`config.mk`:
```
export PLATFORM = sky130hd
export DESIGN_NAME = spi_master_parallel_ctrl_flat
export DESIGN_NICKNAME = d
export VERILOG_FILES = /design/src/rtl/spi_pkg.sv /design/src/rtl/spi_master_parallel_ctrl_if.sv /design/src/rtl/spi_phase_counter.sv /design/src/rtl/spi_master_parallel_ctrl.sv /design/src/flat_wrapper.sv
export SDC_FILE = /design/constraint.sdc
export NUM_CORES = 1
export LEC_CHECK = 0
export CAP_MARGIN = 10
export CORE_UTILIZATION = 51
export CTS_BUF_LIST = sky130_fd_sc_hd__clkbuf_4 sky130_fd_sc_hd__clkbuf_8
export CTS_CLUSTER_DIAMETER = 80
export DETAILED_ROUTE_END_ITERATION = 8
export HOLD_SLACK_MARGIN = 0.05
export PLACE_DENSITY = 0.88
export SYNTH_ARGS = -nofsm -noshare
export SYNTH_HDL_FRONTEND = slang
export SYNTH_SLANG_ARGS = --single-unit
```
`constraint.sdc`:
```
create_clock -name i_clk -period 4.1 [get_ports i_clk]
set_input_delay 0.82 -clock i_clk [delete_from_list [all_inputs] [get_ports i_clk]]
set_output_delay 0.82 -clock i_clk [all_outputs]
set_load 0.005 [all_outputs]
```
`src/rtl/spi_pkg.sv`:
```
// Shared definitions for the debug-link SPI master and slave.
// Holds the controller FSM encoding, the minimum CS timing constants and the SPI mode.
// Also provides a small ceiling-log2 helper for sizing counters.
package spi_pkg;

    typedef enum logic [2:0] {
        ST_IDLE  = 3'd0,
        ST_SETUP = 3'd1,
        ST_HIGH  = 3'd2,
        ST_HOLD  = 3'd3,
        ST_DONE  = 3'd4
    } spi_state_t;

    // The slave needs one cycle to load its word before the first SCLK edge,
    // and capture plus finish after the falling edge.
    localparam int MIN_CS_SETUP = 2;
    localparam int MIN_CS_HOLD  = 2;

    // Mode 0: SCLK idles low, data sampled on the rising edge.
    localparam logic SPI_CPOL = 1'b0;
    localparam logic SPI_CPHA = 1'b0;

    function automatic int clog2(input int value);
        int res;
        int v;
        res = 0;
        v   = value - 1;
        while (v > 0) begin
            res = res + 1;
            v   = v >> 1;
        end
        return res;
    endfunction

endpackage

```
`src/rtl/spi_master_parallel_ctrl_if.sv`:
```
// Host and SPI-side signals of the parallel SPI master.
// Ports: i_start/i_tx_data (host request), o_rx_data/o_valid/o_busy (host result),
//        o_MOSI/o_SCLK/o_cs (to slave), i_MISO (from slave).
interface spi_master_parallel_ctrl_if #(
    parameter int NB_BITS = 32
);
    logic               i_start;
    logic [NB_BITS-1:0] i_tx_data;
    logic [NB_BITS-1:0] i_MISO;
    logic [NB_BITS-1:0] o_MOSI;
    logic               o_SCLK;
    logic               o_cs;
    logic [NB_BITS-1:0] o_rx_data;
    logic               o_valid;
    logic               o_busy;

    // The controller side.
    modport master (
        input  i_start, i_tx_data, i_MISO,
        output o_MOSI, o_SCLK, o_cs, o_rx_data, o_valid, o_busy
    );

    // The host / slave side that drives requests and MISO.
    modport slave (
        output i_start, i_tx_data, i_MISO,
        input  o_MOSI, o_SCLK, o_cs, o_rx_data, o_valid, o_busy
    );
endinterface

```
`src/rtl/spi_phase_counter.sv`:
```
// Loadable down-counter timing each phase of an SPI transaction.
// Ports: load/load_val set the count, dec decrements (saturating at 0), zero flags count==0.
// Load takes priority over decrement; synchronous active-high reset clears to 0.
module spi_phase_counter #(
    parameter int NB_CNT = 8
) (
    input  logic              i_clk,
    input  logic              i_rst,
    input  logic              load,
    input  logic [NB_CNT-1:0] load_val,
    input  logic              dec,
    output logic              zero
);
    logic [NB_CNT-1:0] cnt_q;

    always_ff @(posedge i_clk) begin
        if (i_rst) begin
            cnt_q <= '0;
        end else if (load) begin
            cnt_q <= load_val;
        end else if (dec && (cnt_q != '0)) begin
            cnt_q <= cnt_q - 1'b1;
        end
    end

    assign zero = (cnt_q == '0);
endmodule

```
`src/rtl/spi_master_parallel_ctrl.sv`:
```
// Parallel-word SPI master (mode 0): one NB_BITS word each way per CS frame.
// Ports: i_clk, i_rst (sync, active-high), bus (master modport of spi_master_parallel_ctrl_if).
// Timing from accepted i_start at cycle 0: CS 1..CS_SETUP+CLK_DIV+CS_HOLD, o_valid the cycle after.
// Build option SPI_MASTER_LOOPBACK_EN: rx sample takes o_MOSI instead of i_MISO.
module spi_master_parallel_ctrl
    import spi_pkg::*;
#(
    parameter int NB_BITS  = 32,
    parameter int CLK_DIV  = 4,
    parameter int CS_SETUP = 2,
    parameter int CS_HOLD  = 2,
    parameter int NB_CNT   = 8
) (
    input  logic                      i_clk,
    input  logic                      i_rst,
    spi_master_parallel_ctrl_if.master bus
);
    localparam logic [NB_CNT-1:0] SETUP_LD = NB_CNT'(CS_SETUP - 1);
    localparam logic [NB_CNT-1:0] HIGH_LD  = NB_CNT'(CLK_DIV - 1);
    localparam logic [NB_CNT-1:0] HOLD_LD  = NB_CNT'(CS_HOLD - 1);

    spi_state_t         state_q, state_d;
    logic [NB_BITS-1:0] mosi_q, mosi_d;
    logic [NB_BITS-1:0] rx_q, rx_d;
    logic [NB_BITS-1:0] rx_out_q, rx_out_d;
    logic               sclk_q, sclk_d;
    logic               cs_q, cs_d;
    logic               valid_q, valid_d;
    logic               busy_q, busy_d;
    logic               cnt_load, cnt_dec, cnt_zero;
    logic [NB_CNT-1:0]  cnt_val;
    logic [NB_BITS-1:0] sample;

`ifdef SPI_MASTER_LOOPBACK_EN
    assign sample = mosi_q;
`else
    assign sample = bus.i_MISO;
`endif

    spi_phase_counter #(.NB_CNT(NB_CNT)) u_phase_cnt (
        .i_clk    (i_clk),
        .i_rst    (i_rst),
        .load     (cnt_load),
        .load_val (cnt_val),
        .dec      (cnt_dec),
        .zero     (cnt_zero)
    );

    always_ff @(posedge i_clk) begin
        if (i_rst) begin
            state_q  <= ST_IDLE;
            mosi_q   <= '0;
            rx_q     <= '0;
            rx_out_q <= '0;
            sclk_q   <= 1'b0;
            cs_q     <= 1'b0;
            valid_q  <= 1'b0;
            busy_q   <= 1'b0;
        end else begin
            state_q  <= state_d;
            mosi_q   <= mosi_d;
            rx_q     <= rx_d;
            rx_out_q <= rx_out_d;
            sclk_q   <= sclk_d;
            cs_q     <= cs_d;
            valid_q  <= valid_d;
            busy_q   <= busy_d;
        end
    end

    // Outputs are computed one cycle ahead so every pin comes straight from a flop;
    // SCLK and CS edges therefore always land in different cycles.
    always_comb begin
        state_d  = state_q;
        mosi_d   = mosi_q;
        rx_d     = rx_q;
        rx_out_d = rx_out_q;
        sclk_d   = sclk_q;
        cs_d     = cs_q;
        valid_d  = 1'b0;
        busy_d   = busy_q;
        cnt_load = 1'b0;
        cnt_dec  = 1'b0;
        cnt_val  = '0;

        case (state_q)
            ST_IDLE: begin
                if (bus.i_start) begin
                    mosi_d   = bus.i_tx_data;
                    cs_d     = 1'b1;
                    busy_d   = 1'b1;
                    cnt_load = 1'b1;
                    cnt_val  = SETUP_LD;
                    state_d  = ST_SETUP;
                end
            end
            ST_SETUP: begin
                if (cnt_zero) begin
                    sclk_d   = 1'b1;
                    cnt_load = 1'b1;
                    cnt_val  = HIGH_LD;
                    state_d  = ST_HIGH;
                end else begin
                    cnt_dec  = 1'b1;
                end
            end
            ST_HIGH: begin
                if (cnt_zero) begin
                    // Last high cycle: the slave's word has been stable since setup.
                    rx_d     = sample;
                    sclk_d   = 1'b0;
                    cnt_load = 1'b1;
                    cnt_val  = HOLD_LD;
                    state_d  = ST_HOLD;
                end else begin
                    cnt_dec  = 1'b1;
                end
            end
            ST_HOLD: begin
                if (cnt_zero) begin
                    cs_d     = 1'b0;
                    rx_out_d = rx_q;
                    valid_d  = 1'b1;
                    state_d  = ST_DONE;
                end else begin
                    cnt_dec  = 1'b1;
                end
            end
            ST_DONE: begin
                busy_d  = 1'b0;
                state_d = ST_IDLE;
            end
            default: begin
                state_d = ST_IDLE;
            end
        endcase
    end

    assign bus.o_MOSI    = mosi_q;
    assign bus.o_SCLK    = sclk_q;
    assign bus.o_cs      = cs_q;
    assign bus.o_rx_data = rx_out_q;
    assign bus.o_valid   = valid_q;
    assign bus.o_busy    = busy_q;
endmodule

```
`src/flat_wrapper.sv`:
```
// flat-port wrapper written by rule: the top's interface ports become plain ports
module spi_master_parallel_ctrl_flat import spi_pkg::*;
#(
    parameter int NB_BITS  = 32,
    parameter int CLK_DIV  = 4,
    parameter int CS_SETUP = 2,
    parameter int CS_HOLD  = 2,
    parameter int NB_CNT   = 8
)
  (i_clk, i_rst, bus_i_start, bus_i_tx_data, bus_i_MISO, bus_o_MOSI, bus_o_SCLK, bus_o_cs, bus_o_rx_data, bus_o_valid, bus_o_busy);
  spi_master_parallel_ctrl_if #(.NB_BITS(NB_BITS)) bus_i ();
  input  logic i_clk;
  input  logic i_rst;
  input wire logic [$bits(bus_i.i_start)-1:0] bus_i_start;
  input wire logic [$bits(bus_i.i_tx_data)-1:0] bus_i_tx_data;
  input wire logic [$bits(bus_i.i_MISO)-1:0] bus_i_MISO;
  output wire logic [$bits(bus_i.o_MOSI)-1:0] bus_o_MOSI;
  output wire logic [$bits(bus_i.o_SCLK)-1:0] bus_o_SCLK;
  output wire logic [$bits(bus_i.o_cs)-1:0] bus_o_cs;
  output wire logic [$bits(bus_i.o_rx_data)-1:0] bus_o_rx_data;
  output wire logic [$bits(bus_i.o_valid)-1:0] bus_o_valid;
  output wire logic [$bits(bus_i.o_busy)-1:0] bus_o_busy;
  assign bus_i.i_start = bus_i_start;
  assign bus_i.i_tx_data = bus_i_tx_data;
  assign bus_i.i_MISO = bus_i_MISO;
  assign bus_o_MOSI = bus_i.o_MOSI;
  assign bus_o_SCLK = bus_i.o_SCLK;
  assign bus_o_cs = bus_i.o_cs;
  assign bus_o_rx_data = bus_i.o_rx_data;
  assign bus_o_valid = bus_i.o_valid;
  assign bus_o_busy = bus_i.o_busy;
  spi_master_parallel_ctrl #(.NB_BITS(NB_BITS), .CLK_DIV(CLK_DIV), .CS_SETUP(CS_SETUP), .CS_HOLD(CS_HOLD), .NB_CNT(NB_CNT)) u_core (.i_clk(i_clk), .i_rst(i_rst), .bus(bus_i));
endmodule
```
==> metrics.cfg, run 1 <==
[floorplan]
die_h_um = 91.8
io_pins = 135
initial_core_util_pct = 52.9
rows = 32
core_area_um2 = 7770
die_w_um = 91.8
dieArea_um2 = 8420

[worst_setup_path]
cp-end-kind = register
cp.arrival_ns = 2.95
worstPathRequired_ns = 4.39
worstPathMaxFanout = 32
cp-start-kind = register
crit_type = reg2reg

[finish]
layout.cells.non_filler = 687
final_area_um2 = 5610
diodes = 0
area_delta_synth_final_pct = 36.4
drive_gt1_share_pct = 4.62
layout.nets = 649

[global_route]
grt_use_total_pct = 22.9
grt_pass1_wl_um = 15600
grt.overflow.total = 0
grt_pass1_vias = 3535
antenna_found_initial = 0
use_met3_pct = 8.71
grt_max_degree = 74
gr-max-usage-layer = met2
use_met1_pct = 26.4
use_met2_pct = 39.3

[sta]
rsz0062_at_grt = false
maxSlewHeadroom_pct = 19.0
hold_viol = 0
setup_viol = 0
tightest_slew_ns = 1.22
fin_crit_sh_pct = 64.8
skew_ns = 0.0165
tns_ns = 0
slew_viol_final = 0
clock.fmax_ghz = 0.376
fin_crit_ns = 2.66
setup_ws_ns = 1.44

[clocking]
htreeDepth = 3
postCtsHoldBufs = 0
cts_tree = yes
clockRootBuffer = clkbuf_8
cts.reportedPaths.clkPinSlew_ns = 0.11
cts_buffer_depth = 2
clock_latency_ns = 0.37
cts_sinks = 111
post_cts_resized = 0
postCtsSetupRepairBufs = 0
cts_buffers = 9

[pwr]
ir_drop_uv = 305
p_per_area_nw_per_um2 = 507
power.leakage_nw = 2.22

[detailed_routing]
viasPerCell = 5.18
postRouteAntennaNets = 0
dr.pass1.iters = 6
vias = 3559
wire_per_inst_um = 14.0
drt_iter0_drc = 99
drc = 0
postRouteWirelength_um = 9610

[place]
dp_slack_ns = 1.13
placed_area_um2 = 5410
hpwl_um = 6620
port_buffers = 134
gp_congestion = 0.784
dp_cells = 671

[yosys]
syn_inst = 466
ys_warn_count = 0
ys_types = 36
seq_area_frac_synth_pct = 54.1
synth_seq_cells = 111
syn_avg_cell_area_um2 = 8.82
syn_area_um2 = 4110
synth_fp_nets = 535

[worst_hold_path]
min_path_type = reg2reg

[outcome]
status = complete, no violations

[job]
drv_cap = 0

==> state kept, by name, summed over array words and instances, names as in the netlist, 3 cells and up <==
name	cells
u_core.bus.o_rx_data	32
u_core.rx_q	32
u_core.bus.o_MOSI	32
u_core.u_phase_cnt.cnt_q	8
u_core.state_q	3
==> cells in the mapped netlist, drive strengths merged <==
library cell / number / area share, %
o211ai: 2 / 0.37
ha: 2 / 0.61
xnor2: 3 / 0.64
o31ai: 2 / 0.37
or3b: 1 / 0.21
or3: 1 / 0.18
mux2i: 32 / 7.8
clkbuf: 19 / 1.7
nor4b: 1 / 0.21
o21ba: 1 / 0.24
a221oi: 1 / 0.37
nor3b: 1 / 0.30
buf: 16 / 3.3
nor3: 3 / 0.37
nor2: 43 / 3.9
nand4b: 1 / 0.21
nor4: 3 / 0.46
a211oi: 2 / 0.37
nand4: 3 / 0.46
and4: 1 / 0.21
or4b: 1 / 0.24
o2111ai: 1 / 0.21
xor2: 4 / 0.85
dfxtp: 111 / 54
inv: 3 / 0.27
a21bo: 1 / 0.24
nor2b: 1 / 0.15
a211o: 1 / 0.21
nand2: 130 / 12
o41a: 1 / 0.27
o21a: 1 / 0.18
or4: 3 / 0.58
a21oi: 70 / 8.5
==> worst max-delay path: stages (launching register included) <==
cell     delay, ns
dfxtp_1       0.35
inv_1         0.08
ha_1          0.15
nor4b_1       0.53
and4_1        1.11
nand2_1       0.17
a21oi_1       0.19
==> report_power, final <==
part	leakage [nW]	switching (mW)	total, mW	internal [mW]
combinational	1.22	0.450	0.858	0.408
sequential	0.901	0.117	1.35	1.23
clock	0.0985	0.393	0.636	0.242
==> per-stage QoR <==
stage	power [mW]	util [%]	hold WS, ns
after floorplan	1.92	-	0.436
after global placement	2.18	69.6	0.440
after detailed placement	2.22	69.6	0.446
after CTS	2.86	72.2	0.462
after global routing	3.01	72.2	0.480
final	2.84	72.2	0.459
==> final timing paths <==
kind                                                     end  slack, ns                                     start  cells past startpoint
worst max-delay path             u_core.rx_q[0]$_SDFFE_PP0P_       1.44  u_core.u_phase_cnt.cnt_q[0]$_SDFFE_PP0P_                      6
worst min-delay path            u_core.rx_q[28]$_SDFFE_PP0P_       0.46              u_core.rx_q[28]$_SDFFE_PP0P_                      2
worst max register to register   u_core.rx_q[0]$_SDFFE_PP0P_       1.44  u_core.u_phase_cnt.cnt_q[0]$_SDFFE_PP0P_                      6
worst min register to register  u_core.rx_q[28]$_SDFFE_PP0P_       0.46              u_core.rx_q[28]$_SDFFE_PP0P_                      2
==> routing by layer <==
layer	vias up	share of wire, %
li1	1770	-
met1	1650	42
met2	124	47
met3	15	9.3
met4	0	1.4
met5	-	0
==> final cells by class <==
class | count | area (µm²)
fillers | 583 | 2160
multi-input cells | 317 | 1680
repair buffers | 138 | 1370
well taps | 102 | 128
flip-flops and latches | 111 | 2220
inverters | 3 | 11.3
clock buffers | 9 | 124
clock inverters | 7 | 75.1
==> logic make-up after synthesis <==
logic type / synth area share (%)
buffers and inverters: 5.27
DFF: 54.1
and+or+nand+nor: 19.4
adders and majority gates: 0.609
AOI/OAI and AO/OA: 11.4
xor gates and xnor gates: 1.49
muxes: 7.80
==> cells in the final DEF, fill, tap and decap left out, types with 2 or more instances in the layout <==
| cell | instances |
|---|---|
| inv_1 | 3 |
| dfxtp_1 | 111 |
| o211ai_1 | 2 |
| nor4_1 | 3 |
| nand4_1 | 3 |
| a211oi_1 | 2 |
| inv_8 | 3 |
| clkbuf_8 | 9 |
| nor2_1 | 43 |
| a21oi_1 | 70 |
| clkdlybuf4s50_1 | 133 |
| o31ai_1 | 2 |
| nor3_1 | 3 |
| xnor2_1 | 3 |
| or4_1 | 2 |
| mux2i_1 | 32 |
| nand2_1 | 130 |
| ha_1 | 2 |
| buf_4 | 5 |
| xor2_1 | 4 |
No activity file was read; power rests on OpenSTA's default activity.
==> inputs of run 2 (changes only) <==
--- a/config.mk
+++ b/config.mk
@@ -6,12 +6,12 @@
 export NUM_CORES = 1
 export LEC_CHECK = 0
 export CAP_MARGIN = 10
-export CORE_UTILIZATION = 51
+export CORE_UTILIZATION = 43
 export CTS_BUF_LIST = sky130_fd_sc_hd__clkbuf_4 sky130_fd_sc_hd__clkbuf_8
 export CTS_CLUSTER_DIAMETER = 80
 export DETAILED_ROUTE_END_ITERATION = 8
 export HOLD_SLACK_MARGIN = 0.05
-export PLACE_DENSITY = 0.88
+export PLACE_DENSITY = 0.79
 export SYNTH_ARGS = -nofsm -noshare
 export SYNTH_HDL_FRONTEND = slang
 export SYNTH_SLANG_ARGS = --single-unit
==> constraint.sdc (replaced) <==
create_clock -name i_clk -period 2.4 [get_ports i_clk]
set_input_delay 0.48 -clock i_clk [delete_from_list [all_inputs] [get_ports i_clk]]
set_output_delay 0.48 -clock i_clk [all_outputs]
set_load 0.005 [all_outputs]
==> run 2 against run 1 <==
  * Critical path depth increased by 2
  * Routed wire length decreased by 1.8%
  * Maximum frequency increased by 32%
  * First-iteration DRC count increased by 85%
  * Flip-flop and latch count unchanged
  * Via count decreased by 0.93%
  * Utilization decreased by 11 points
  * Clock skew decreased by 0.0066 ns
  * Largest power group unchanged
  * Worst hold slack about the same
==> metrics.cfg, run 2 (synthesis gave the netlist of run 1 again) <==
[pwr]
power.leakage_nw = 2.24
ir_drop_uv = 496
p_per_area_nw_per_um2 = 854

[finish]
drive_gt1_share_pct = 5.58
area_delta_synth_final_pct = 38.6
final_cell_mix = clkdlybuf4s50_1, nand2_1, dfxtp_1, a21oi_1, nor2_1
diodes = 0
multi_input_area_um2 = 1680
layout.nets = 656
fill_cells = 782
final_common_cell = clkdlybuf4s50_1
final_area_um2 = 5690
layout.cells.non_filler = 720
ff_latch_area_um2 = 2220

[detailed_routing]
top_layer_used = met4
wl_met2_um = 4430
met3_length_um = 785
wire_per_inst_um = 13.1
postRouteWirelength_um = 9430
dr.pass1.iters = 4
drc = 0
drt_iter0_drc = 183
viasPerCell = 4.90
wl_met1_um = 4060
vias = 3526
postRouteAntennaNets = 0

[place]
placed_area_um2 = 5520
hpwl_um = 6590
dp_cells = 705
gp_congestion = 0.762
port_buffers = 134
dp_slack_ns = 0.204

[global_route]
grt_pass1_wl_um = 15700
antenna_found_initial = 0
grt.overflow.total = 0
grt_pass1_vias = 3333
grt_use_total_pct = 19.9
grt_max_degree = 55

[worst_setup_path]
cp_cell_sequence = inv_1 > ha_1 > nor4b_1 > buf_4 > nand4_1 > buf_4 > mux2i_1 > nor2_1
cp.arrival_ns = 2.25
cp-end-kind = register
cp_top_family = buffers and inverters
cp-start-kind = register
cp_slowest_cell = buf_4
crit_start = u_core.u_phase_cnt.cnt_q[0]$_SDFFE_PP0P_
worstPathRequired_ns = 2.64
crit_type = reg2reg
slowest_delay_ns = 0.49
cpMostUsedCell = buf_4
critPathBufInv = 3
worstPathMaxFanout = 34
reg2reg_from = u_core.u_phase_cnt.cnt_q[0]$_SDFFE_PP0P_

[sta]
rsz0062_at_grt = false
skew_ns = 0.00996
slew_viol_final = 0
clock.fmax_ghz = 0.498
setup_viol = 0
setup_ws_ns = 0.391
tightest_slew_ns = 0.588
fin_crit_sh_pct = 83.7
holdWs_ns = 0.458
fin_crit_ns = 2.01
tns_ns = 0
hold_viol = 0
maxSlewHeadroom_pct = 60.8

[clocking]
cts_buffers = 9
htreeDepth = 3
cts_buffer_depth = 2
cts_tree = yes
clock_latency_ns = 0.37
cts_sinks = 111
cts.reportedPaths.clkPinSlew_ns = 0.09
postCtsSetupRepairBufs = 0
post_cts_resized = 0
clockRootBuffer = clkbuf_8
postCtsHoldBufs = 0

[job]
drv_cap = 0

[floorplan]
io_pins = 135
dieArea_um2 = 9950
die_h_um = 99.8
core_area_um2 = 9240
rows = 35
initial_core_util_pct = 44.5
die_w_um = 99.8

[worst_hold_path]
holdCritStartpoint = u_core.rx_q[19]$_SDFFE_PP0P_
min_path_type = reg2reg

[outcome]
status = complete, no violations

[run 2: power by group]
group          internal [mW]  switching, mW  leakage (nW)
sequential              2.10          0.194         0.901
combinational          0.777          0.775          1.26
clock                  0.397          0.621        0.0843
[run 2: final cells by class]
cell class                 instances  area share [%]
inverter                           3           0.198
tap                              129            2.84
clock buffer                      10            2.31
sequential                       111            39.0
clock inverter                     5           0.769
multi-input combinational        317            29.5
timing repair buffer             145            25.4
[run 2: worst min-delay path, cell delays in order (launching register included)]
cell and delay, ns:
dfxtp_1 0.32, nand2_1 0.05, a21oi_1 0.05
[run 2: per-layer routing]
metal | vias to the layer above | global-route usage, %
met4 | 0 | 7.24
li1 | 1777 | -
met2 | 104 | 32.9
met1 | 1634 | 23.5
met5 | - | 0
met3 | 11 | 7.45
[run 2: final timing paths]
| kind | end | slack (ns) | cells after the start |
|---|---|---|---|
| hold / removal | u_core.rx_q[19]$_SDFFE_PP0P_ | 0.46 | 2 |
| setup reg to reg | u_core.bus.o_rx_data[25]$_SDFFE_PP0P_ | 0.39 | 8 |
| hold reg to reg | u_core.rx_q[19]$_SDFFE_PP0P_ | 0.46 | 2 |
| setup / recovery | u_core.bus.o_rx_data[25]$_SDFFE_PP0P_ | 0.39 | 8 |
[run 2: metrics by stage]
stage,utilization [%],power (mW)
6_report,61.6,4.86
5_1_grt,61.6,5.18
3_5_place_dp,59.7,3.88
3_3_place_gp,59.7,3.83
2_1_floorplan,-,3.28
4_1_cts,61.6,4.90
==> RTL change (config.mk and constraints of run 2) <==
`NB_BITS` is set to 32 in 3 places; all go to 64.
--- a/src/rtl/spi_master_parallel_ctrl_if.sv
+++ b/src/rtl/spi_master_parallel_ctrl_if.sv
@@ -4,3 +4,3 @@
 interface spi_master_parallel_ctrl_if #(
-    parameter int NB_BITS = 32
+    parameter int NB_BITS = 64
 );
--- a/src/rtl/spi_master_parallel_ctrl.sv
+++ b/src/rtl/spi_master_parallel_ctrl.sv
@@ -7,3 +7,3 @@
 #(
-    parameter int NB_BITS  = 32,
+    parameter int NB_BITS  = 64,
     parameter int CLK_DIV  = 4,
--- a/src/flat_wrapper.sv
+++ b/src/flat_wrapper.sv
@@ -3,3 +3,3 @@
 #(
-    parameter int NB_BITS  = 32,
+    parameter int NB_BITS  = 64,
     parameter int CLK_DIV  = 4,
Interface: changed (resized bus_i_MISO, bus_i_tx_data, bus_o_MOSI and bus_o_rx_data); port bits go from 135 to 263. No check against the original RTL was run, so the function may have changed too.
==> RTL change against run 2 <==
Sequential power grew 77%. Sequential cell count grew 96. Clock power grew to 3.3 times the old value. Critical path depth fell by 1. Wire length rose by 120%. Power grew 110%. Setup slack worse by 0.26 ns. Sequential share of layout area is 1.7 points lower. Global-route usage increased by 3.0 points. Cell area is 95% higher. Synthesized area increased by 82%. Non-clock buffer count increased by 141. Via count up 99%. Maximum frequency down 11%. Largest cell class unchanged.
==> RTL change: results (changes against run 2) <==
status=complete, no violations (unchanged); post-synthesis xor/xnor area fraction=0.701% (was 1.49%); largest fanout on the critical path=65 (was 34); DRT Wirelength=20900 microns (was 9430 microns); Layout Skew=0.0275 ns (was 0.00996 ns); Placer Congestion=0.823 (was 0.762); Pre-antenna DRT Iters=5 (was 4); Worst VDD drop=0.000522 V (was 0.000496 V); Skew-Pair Late Insertion Delay=0.52 ns (was 0.37 ns); via/cell ratio=4.92 (was 4.90); syn_nets=1060 (was 535); GR Util met1=28.1% (was 23.5%); total number of vias=7032 (was 3526); synth top area cells=dfxtp_1 (55%), nand2_1 (19%), a21oi_1 (12%) (was dfxtp_1 (54%), nand2_1 (12%), a21oi_1 (8.5%)); Final HPWL DP=13700 microns (was 6590 microns); Die ar.=18000 sq um (was 9950 sq um); pwr dens=930 nW/um^2 (was 854 nW/um^2); layout cells sized above 1=9.11% (was 5.58%); IO Port Bufs=262 (was 134); P_leak=3.87 nW (was 2.24 nW); gr usage total=22.9% (was 19.9%); Num CTS Buffers=36 (was 9); antenna violations before repair=1 (was 0); top routing layer used=met4 (unchanged); DR WL met3=1350 microns (was 785 microns); Post-DP Area=10300 sq um (was 5520 sq um); Post-synth top cells=nand2_1 (388), dfxtp_1 (207), a21oi_1 (184), clkbuf_1 (40), buf_6 (17) (was nand2_1 (130), dfxtp_1 (111), a21oi_1 (70), nor2_1 (43), mux2i_1 (32)); multiplexer area fraction after synthesis=0% (was 7.80%); met2 WL=10000 microns (was 4430 microns); Worst Path Arrival=2.63 ns (was 2.25 ns); CP endpoint=u_core.rx_q[26] (was u_core.bus.o_rx_data[25]); register-to-register path setup slack=0.14 ns (was 0.39 ns); Worst Reg2Reg Path Length in Cells=7 (was 8); met2 GRT Util=38.1% (was 32.9%); clk root buf=clkbuf_8 (unchanged); Comb group=2.84 mW (was 1.55 mW); largest net degree at the start of global routing=66 (was 55); H-Tree Depth=2 (was 3); type of the worst min-delay path=input port to register (was register to register); register area share after synthesis=55.3% (was 54.1%); Worst slew margin=67.2% (was 60.8%); first-pass GRT wire length=33300 microns (was 15700 microns); post-synthesis compound-gate area fraction=15.6% (was 11.4%); # placed instances=1367 (was 705); Cell variety after synth=41 (was 36); adder-cell share of the synthesized area=0.334% (was 0.609%); R2R Path Start=u_core.u_phase_cnt.cnt_q[0] (unchanged); drt first-iter violations=468 (was 183); Clock power frac=33.1% (was 20.9%); hold_buf cts=0 (unchanged); Syn Area/Cell=8.09 sq um (was 8.82 sq um); final net count=1318 (was 656); kind of critical path=register to register (unchanged); Reg clk slew, reported paths=0.06 ns (was 0.09 ns); vias in the first global route=6755 (was 3333); Clock Tree Buf Depth=3 (was 2); met1 WL=8890 microns (was 4060 microns); GR Util met3=5.71% (was 7.45%); P_int=7.17 mW (was 3.28 mW)
RTL change: cell count changes after synthesis, sizes merged, moves of 2 or more:
cell,run 2,this run
mux2i,32,0
o21ai,0,3
nand2,130,388
nand4,3,1
or3,1,3
buf,16,26
o31ai,2,0
nor3,3,5
dfxtp,111,207
nor2,43,15
clkbuf,19,40
a21oi,70,200
nand3,0,4
RTL change: worst max-delay path, stage by stage (launching register included):
cell and delay, ns:
dfxtp_1 0.33, inv_1 0.09, ha_1 0.18, or4b_1 0.50
or4_2 0.60, buf_12 0.24, nand2_1 0.11, a21oi_1 0.06
RTL change: what timing repair did:
action,4_1_cts,5_1_grt
setup endpoints to repair,0,23
gates resized for setup,0,1
setup buffers,0,0
RTL change: area by class of cell:
cell class                      count  area [sq um]
Tap cell                          220           275
Clock inverter                      6          86.3
Fill cell                        1419          5730
Multi-Input combinational cell    650          2960
Sequential cell                   207          4140
Inverter                            4          15.0
Clock buffer                       55           688
Timing Repair Buffer              286          2920
Antenna cell                        1          2.50
RTL change: worst min-delay path by stage:
stage	from	to	slack [ns]	depth (start not counted)
floorplan	u_core.rx_q[0]	u_core.rx_q[0]	0.43	2
global placement	u_core.bus.o_rx_data[60]	u_core.bus.o_rx_data[60]	0.44	2
detailed placement	u_core.bus.o_rx_data[43]	u_core.bus.o_rx_data[43]	0.44	2
CTS	i_rst	u_core.rx_q[3]	0.36	2
global route	i_rst	u_core.bus.o_MOSI[55]	0.40	2
finish	i_rst	u_core.bus.o_MOSI[38]	0.38	2
RTL change: per-stage QoR:
step	hold WS, ns	setup slack, ns
detailed placement	0.443	0.100
global route	0.400	0.0325
CTS	0.364	0.0948
floorplan	0.432	0.246
finish	0.377	0.136
global placement	0.436	0.180
